`src/rtl/hvrx_pkg.sv`:
```
// Shared definitions for the hvrx TMDS receive decoder: control tokens, alignment
// FSM states and token classification.
package hvrx_pkg;

  localparam logic [9:0] CTL_TOK_00 = 10'b1101010100;
  localparam logic [9:0] CTL_TOK_01 = 10'b0010101011;
  localparam logic [9:0] CTL_TOK_10 = 10'b0101010100;
  localparam logic [9:0] CTL_TOK_11 = 10'b1010101011;

  typedef enum logic [1:0] {
    SEARCH = 2'd0,
    SLIP   = 2'd1,
    WAIT   = 2'd2,
    LOCKED = 2'd3
  } state_t;

  typedef struct packed {
    logic       is_tok;
    logic [1:0] ctl;
  } tok_info_t;

  function automatic tok_info_t tok_ctl(input logic [9:0] sym);
    tok_info_t r;
    r.is_tok = 1'b1;
    r.ctl    = 2'b00;
    case (sym)
      CTL_TOK_00: r.ctl = 2'b00;
      CTL_TOK_01: r.ctl = 2'b01;
      CTL_TOK_10: r.ctl = 2'b10;
      CTL_TOK_11: r.ctl = 2'b11;
      default:    r.is_tok = 1'b0;
    endcase
    return r;
  endfunction

endpackage

```
`src/rtl/hvrx_tmds_dec.sv`:
```
// Combinational TMDS 10b symbol decode: control-token classification plus the
// 8-bit data recovery (conditional inversion, then XOR/XNOR chain undo).
module hvrx_tmds_dec
  import hvrx_pkg::*;
(
  input  logic [9:0] sym,
  output logic       is_tok,
  output logic [1:0] ctl,
  output logic [7:0] data
);

  tok_info_t  info;
  logic [7:0] d;

  always_comb begin
    info    = tok_ctl(sym);
    d       = sym[9] ? ~sym[7:0] : sym[7:0];
    data    = 8'd0;
    data[0] = d[0];
    // sym[8] selects whether the encoder chained with XOR or XNOR
    for (int i = 1; i < 8; i++) begin
      data[i] = sym[8] ? (d[i] ^ d[i-1]) : ~(d[i] ^ d[i-1]);
    end
  end

  assign is_tok = info.is_tok;
  assign ctl    = info.ctl;

endmodule

```
`src/rtl/hvrx_dec.sv`:
```
// Single-channel TMDS receive decoder with blanking-run word alignment.
// Optional lock-loss counter on o_err_cnt is enabled by defining HVRX_ERR_CNT_EN.
module hvrx_dec
  import hvrx_pkg::*;
#(
  parameter int LOCK_TOKENS   = 16,
  parameter int SEARCH_WINDOW = 4096,
  parameter int SLIP_WAIT     = 8
) (
  input  logic        i_pclk,
  input  logic        i_rst,
  input  logic [9:0]  i_sym,
  output logic        o_bitslip,
  output logic        o_locked,
  output logic        o_de,
  output logic [1:0]  o_ctl,
  output logic [7:0]  o_data,
  output logic [15:0] o_err_cnt,
  output logic [1:0]  o_state
);

  localparam int RUN_W  = $clog2(LOCK_TOKENS) + 1;
  localparam int WIN_W  = $clog2(SEARCH_WINDOW) + 1;
  localparam int WAIT_W = $clog2(SLIP_WAIT) + 1;

  localparam logic [RUN_W-1:0]  RUN_MAX   = RUN_W'(LOCK_TOKENS);
  localparam logic [RUN_W-1:0]  RUN_HIT   = RUN_W'(LOCK_TOKENS - 1);
  localparam logic [WIN_W-1:0]  WIN_LAST  = WIN_W'(SEARCH_WINDOW - 1);
  localparam logic [WAIT_W-1:0] WAIT_LAST = WAIT_W'(SLIP_WAIT - 1);

  state_t             state, state_nx;
  logic [RUN_W-1:0]   run_cnt, run_nx;
  logic [WIN_W-1:0]   win_cnt, win_nx;
  logic [WAIT_W-1:0]  wait_cnt, wait_nx;

  logic               sym_tok;
  logic [1:0]         sym_ctl;
  logic [7:0]         sym_data;
  logic               counting;
  logic               qual;

  hvrx_tmds_dec u_tmds_dec (
    .sym    (i_sym),
    .is_tok (sym_tok),
    .ctl    (sym_ctl),
    .data   (sym_data)
  );

  // Tokens only count toward a run while the deserializer alignment is stable.
  assign counting = (state == SEARCH) || (state == LOCKED);
  assign qual     = counting && sym_tok && (run_cnt == RUN_HIT);

  always_comb begin
    state_nx = state;
    run_nx   = run_cnt;
    win_nx   = win_cnt;
    wait_nx  = wait_cnt;
    case (state)
      SEARCH, LOCKED: begin
        if (!sym_tok) begin
          run_nx = '0;
        end else if (run_cnt != RUN_MAX) begin
          run_nx = run_cnt + RUN_W'(1);
        end
        // A run completing on the expiry cycle wins over the slip.
        if (qual) begin
          state_nx = LOCKED;
          win_nx   = '0;
        end else if (win_cnt == WIN_LAST) begin
          state_nx = SLIP;
          win_nx   = '0;
        end else begin
          win_nx = win_cnt + WIN_W'(1);
        end
      end
      SLIP: begin
        state_nx = WAIT;
        run_nx   = '0;
        wait_nx  = '0;
      end
      WAIT: begin
        run_nx = '0;
        if (wait_cnt == WAIT_LAST) begin
          state_nx = SEARCH;
          wait_nx  = '0;
          win_nx   = '0;
        end else begin
          wait_nx = wait_cnt + WAIT_W'(1);
        end
      end
      default: begin
        state_nx = SEARCH;
        run_nx   = '0;
        win_nx   = '0;
        wait_nx  = '0;
      end
    endcase
  end

  always_ff @(posedge i_pclk) begin
    if (i_rst) begin
      state    <= SEARCH;
      run_cnt  <= '0;
      win_cnt  <= '0;
      wait_cnt <= '0;
      o_de     <= 1'b0;
      o_ctl    <= 2'b00;
      o_data   <= 8'd0;
    end else begin
      state    <= state_nx;
      run_cnt  <= run_nx;
      win_cnt  <= win_nx;
      wait_cnt <= wait_nx;
      if (sym_tok) begin
        o_de   <= 1'b0;
        o_ctl  <= sym_ctl;
        o_data <= 8'd0;
      end else begin
        o_de   <= 1'b1;
        o_data <= sym_data;
      end
    end
  end

  // Bitslip comes straight from the registered state, so reset removes it at once.
  assign o_bitslip = (state == SLIP);
  assign o_locked  = (state == LOCKED);
  assign o_state   = state;

`ifdef HVRX_ERR_CNT_EN
  logic        lock_loss;
  logic [15:0] err_cnt;

  assign lock_loss = (state == LOCKED) && (state_nx == SLIP);

  always_ff @(posedge i_pclk) begin
    if (i_rst) begin
      err_cnt <= 16'd0;
    end else if (lock_loss && (err_cnt != 16'hFFFF)) begin
      err_cnt <= err_cnt + 16'd1;
    end
  end

  assign o_err_cnt = err_cnt;
`else
  assign o_err_cnt = 16'd0;
`endif

endmodule

```
`config.mk`:
```
export PLATFORM = sky130hd
export DESIGN_NAME = hvrx_dec
export DESIGN_NICKNAME = d
export VERILOG_FILES = /design/src/rtl/hvrx_pkg.sv /design/src/rtl/hvrx_tmds_dec.sv /design/src/rtl/hvrx_dec.sv
export SDC_FILE = /design/constraint.sdc
export NUM_CORES = 1
export LEC_CHECK = 0
export ABC_CLOCK_PERIOD_IN_PS = 2670
export CORE_MARGIN = 3
export CORE_UTILIZATION = 50
export DETAILED_ROUTE_END_ITERATION = 10
export PLACE_DENSITY = 0.82
export SYNTH_ARGS = -nofsm -noshare
export SYNTH_HDL_FRONTEND = slang
export SYNTH_SLANG_ARGS = --single-unit
```
`constraint.sdc`:
```
create_clock -name i_pclk -period 2.67 [get_ports i_pclk]
set_input_delay 0.267 -clock i_pclk [delete_from_list [all_inputs] [get_ports i_pclk]]
set_output_delay 0.267 -clock i_pclk [all_outputs]
set_load 0.02 [all_outputs]
```
Word-level counts from Yosys, hierarchy flattened
Index checks and enable logic that the tools add are counted.

$add $sub $neg: 3. Multiply operators: 0. Divide/modulo/power cells: 0. $lt $le $gt $ge: 0. Eq/ne operators: 14. Shift operators: 0. Multiplexer cells: 24. Bitwise gates (word level): 15. Reduce and logical (&&, ||, !) cells: 12.

Operators by type and width (number): $mux W13 (3); $pmux W13 S2 (1); $eq A10 B10 Y1 const B (2); $add A13 B1 Y13 const B (1); $eq A13 B12 Y1 const B (1); $pmux W2 S3 (2); $eq A10 B8 Y1 const B (1); $eq A10 B9 Y1 const B (1); $mux W5 (2); $pmux W5 S2 (1); $mux W1 (9); $mux W8 (1); $not A8 Y8 (1); $pmux W4 S2 (1); $not A1 Y1 (7); $xor A1 B1 Y1 (7); $mux W2 (3); $ne A3 B3 Y1 const B (2); $reduce_or A2 Y1 (3); $add A5 B1 Y5 const B (1); $eq A5 B4 Y1 const B (1); $ne A5 B5 Y1 const B (1); $add A4 B1 Y4 const B (1); $eq A2 B2 Y1 const B (2); other kinds (10) (13).

Bits in registers: 35. Latch bits: 0. Memory bits (writable): 0. Bits in read-only memories: 0. Bits of input ports: 12. Output and inout port bits: 31. Logic and storage cells: 75. Memories: 0.

Logic depth before layout (Yosys ltp)
Depth after elaboration: 7. Depth in mapped cells: 8. Gate-level depth less buffers: 7.

By module
From an unflattened synthesis, not the netlist that was laid out.

Cells, all modules: 228. Area, all modules: 2010.7 µm².

By module, submodules not included: hvrx_dec (times used 1, cells each 203, area an instance 1794.2 µm², seq. area each 700.7 µm²); hvrx_tmds_dec (times used 1, cells each 25, area an instance 216.5 µm², seq. area each 0.0 µm²).

Worst setup path after synthesis
No wires, ideal clock.

Path type: reg-to-reg. Start: register state[0] (netlist: o_state[0]). End: register win_cnt[7]. Arrival time: 1971 ps. Path slack: 625 ps. Cell stages (with the launch flop): 7. Path buffers: 1. Clock period less this slack: 2045 ps. Cells stage by stage: dfxtp_1 inv_1 ha_1 buf_6 or3b_2 or4b_1 a31oi_1.

Longest elaborated chain between the ends: 6. Elaborated cells on any way between the ends: 12. Those cells by class: eq/ne (3); mux (2); reduce/logical (7).

Ends and longest elaborated chain: start: declaration (line hvrx_dec.sv:31) `state_t state, state_nx;`; start signal: assignment (line hvrx_dec.sv:110) `state <= state_nx;`; $eq A2 B2 Y1 or $logic_not A2 Y1 (tied branches) (line hvrx_dec.sv:50, hvrx_dec.sv:58); $logic_or A1 B1 Y1 (line hvrx_dec.sv:50) `assign counting = (state == SEARCH) || (state == LOCKED);`; $logic_and A1 B1 Y1 (2 in a row) (line hvrx_dec.sv:51) `assign qual = counting && sym_tok && (run_cnt == RUN_HIT);`; $mux W13 (line hvrx_dec.sv:66) `if (qual) begin`; $pmux W13 S2 (line hvrx_dec.sv:58) `case (state)`; end signal: assignment (line hvrx_dec.sv:112) `win_cnt <= win_nx;`; end: declaration (line hvrx_dec.sv:33) `logic [WIN_W-1:0] win_cnt, win_nx;`.

Several ways; a longest one is shown, not always the timed one. A chain may end at the register's enable or synchronous reset.

Final worst setup path
Start: input i_sym[8]. End: register win_cnt[10].

Longest elaborated chain between the ends: 7. Elaborated cells on any way between the ends: 10. Those cells by class: eq/ne (4); mux (3); reduce/logical (3).

Ends and longest elaborated chain: start: declaration (line hvrx_dec.sv:12) `input logic [9:0] i_sym,`; $eq A10 B10 Y1 (tied with other cells) (line hvrx_pkg.sv:26) `case (sym)`; $reduce_or A4 Y1 (no line) *; $mux W1 * (line hvrx_pkg.sv:26); $logic_and A1 B1 Y1 * (2 in a row) (line hvrx_dec.sv:51); $mux W13 * (line hvrx_dec.sv:66); $pmux W13 S2 * (line hvrx_dec.sv:58).

Mark *: on every way between the ends. The rest lies on a longest branch, timed or not.

==> out/qor.yml <==
grt_pass1_wl_um: 6050
critPathKind: "input pin to flip-flop"
grt-ovfl-total: 0
antenna_found_initial: 0
gp_congestion: 0.846
hold_path.class: "flip-flop to flip-flop"
cp_slowest_cell: "clkdlybuf4s50_1"
seq_power_share_pct: 51.8
ys_ff_latch: 35
cp_num_buf_inv: 1
layout_commonest_cell: "dfxtp_1"
max_cap_violations: 0
setup_violations: 0
coreArea_um2: 3470
worstPathArrival_ns: 2.23
path_cells: "clkdlybuf4s50_1, nor2b_1, nand4_2, a21oi_2, o41a_1, nor2_1"
antenna_cells: 0
nFillCells: 309
min_period_over_period_pct: 77.5
p_sw_share_pct: 25.8
dr_total_vias: 1428
drive_above_1_share_pct: 5.71
max_stage_delay_ns: 0.65
clock-root-buffer: "clkbuf_8"
setup_slack_ns: 0.600
cts_resized: 0
first_global_vias: 1327
power.internal_uw: 789
start_util_pct: 53.6
power.density_nw_per_um2: 489
cts_buffer_depth: 2
clock-sinks: 35
chipHeight_um: 67.0
p_sw_uw: 274
dp_hpwl_um: 2640
area.sequential_um2: 701
firstDrtPassIters: 4
netlist_area_um2: 1860
multi_input_area_um2: 1010
ant_nets: 0
drt_wl_total_um: 3510
numCtsBuffers: 5
mostFrequentLayoutCells: "35 x dfxtp_1, 28 x nor2_1, 26 x clkdlybuf4s50_1"
wl_per_cell_um: 12.1
vdd_drop_max_uv: 252
synth_async_sr_flop_share_pct: 0
relSlewSlack_pct: 61.5
yosysSeqAreaShare_pct: 37.7
rows: 21
cp.required_ns: 2.83
clkPwrFrac_pct: 34.3
synth_enable_flop_cells: 0
port_buffers: 26
synthCells: 216
dp_slack_ns: 0.288
grt_max_degree: 13
io_pins: 43
fin_tns_setup_ns: 0
htree_num_levels: 2
hold_viol: 0
die-area_um2: 4480
max_freq_ghz: 0.483
leakage_uw: 0.000845
num-nets-final: 266
slew_violations: 0
end_kind: "flip-flop"
ys_warn_count: 0
postCtsHoldBufs: 0
cts_tree: "done"
avgViaCountPerCell: 4.91
status: "complete, no violations"
die_width_um: 67.0
ys.flop_type: "dfxtp_1"
synth_area_leaders: "dfxtp_1 38%, xnor2_1 9.0%, buf_4 6.9%"
remaining_drc_errors: 0
clkLatencyLatePin_ns: 0.29
rsz0062_at_grt: "false"
post_synth.cell_area_avg_um2: 8.60
synth.distinct_cells: 41
post_cts_buffers: 0
hold-worst-slack_ns: 0.481
period_minus_slack_ns: 2.07
worst-path-max-fanout: 11
combPwrFrac_pct: 13.9
cp_top_family: "compound AO/OA/AOI/OAI gates"
fin_skew_ns: 0.00803
startpoint_type: "input pin"
tightest_slew_ns: 0.573
synth_top_cell_by_area: "dfxtp_1"
drt-initial-drc-count: 59
grt_usage_pct: 18.1
clk_pin_slew_ns: 0.07
area_growth_pct: 17.0
synth_top_area_share_pct: 37.7
-- power by group through the flow --
stage | clock (uW) | sequential, uW | combinational (uW)
after detailed placement | 0 | 562 | 148
after CTS | 376 | 551 | 148
after floorplan | 0 | 579 | 90.9
after global routing | 396 | 553 | 161
after global placement | 0 | 562 | 144
final | 365 | 550 | 148
-- through the flow --
stage | power [uW] | cell area, um2 | instances | util [%]
5_1_grt | 1110 | 2170 | 291 | 62.7
6_report | 1060 | 2170 | 291 | 62.7
3_5_place_dp | 710 | 2090 | 283 | 60.3
2_1_floorplan | 669 | 1910 | 231 | -
4_1_cts | 1070 | 2170 | 291 | 62.7
3_3_place_gp | 707 | 2090 | 283 | 60.3
-- path summary, 6_finish.rpt --
check | slack, ns | cells past startpoint | to | startpoint
worst max-delay path | 0.60 | 6 | win_cnt[10]$_SDFFE_PP0P_ | i_sym[8]
worst min-delay path | 0.48 | 2 | o_ctl[0]$_SDFFE_PP0N_ | o_ctl[0]$_SDFFE_PP0N_
worst max register to register | 0.62 | 7 | win_cnt[10]$_SDFFE_PP0P_ | o_state[0]$_SDFFE_PP0P_
worst min register to register | 0.48 | 2 | o_ctl[0]$_SDFFE_PP0N_ | o_ctl[0]$_SDFFE_PP0N_
-- cells in the mapped netlist, types with 3 or more instances --
cell type,instances
o21ai_0,4
nand2b_1,3
nand4_1,3
inv_1,13
ha_1,10
nand2_1,15
clkbuf_1,3
nor3_1,7
xnor2_1,19
buf_4,17
dfxtp_1,35
xor2_1,6
nand3_1,9
a21oi_1,9
nor2_1,28
nor2b_1,3
-- flip-flops by register name, summed over array words and instances (netlist names) --
name,count
o_state,2
run_cnt,5
win_cnt,13
o_data,8
o_de,1
o_ctl,2
wait_cnt,4
-- logic make-up after synthesis --
family | synth area share, %
and+or+nand+nor | 25.0
xor gates and xnor gates | 11.8
DFF | 37.7
buffers and inverters | 11.0
other | 0.202
AOI/OAI and AO/OA | 7.07
adders and majority gates | 6.73
muxes | 0.539
-- metal layers --
layer	vias to the layer above	routed length, um	GRT usage, %
met2	26	1680	29.8
met1	650	1590	21.1
met5	-	0	0
met4	0	94	9.62
li1	742	-	-
met3	10	144	4.89
-- cell type report --
class,count,area share [%]
inverters,13,2.25
multi-input cells,161,46.5
well taps,46,2.65
clock inverters,1,0.230
repair buffers,28,12.7
flip-flops and latches,35,32.2
clock buffers,7,3.51
-- tightest hold or removal path: stages (launching register included) --
cell and delay (ns):
dfxtp_1 0.32, nand2_1 0.05, a21oi_1 0.06
Note: power is estimated with default switching activity, not from simulation.
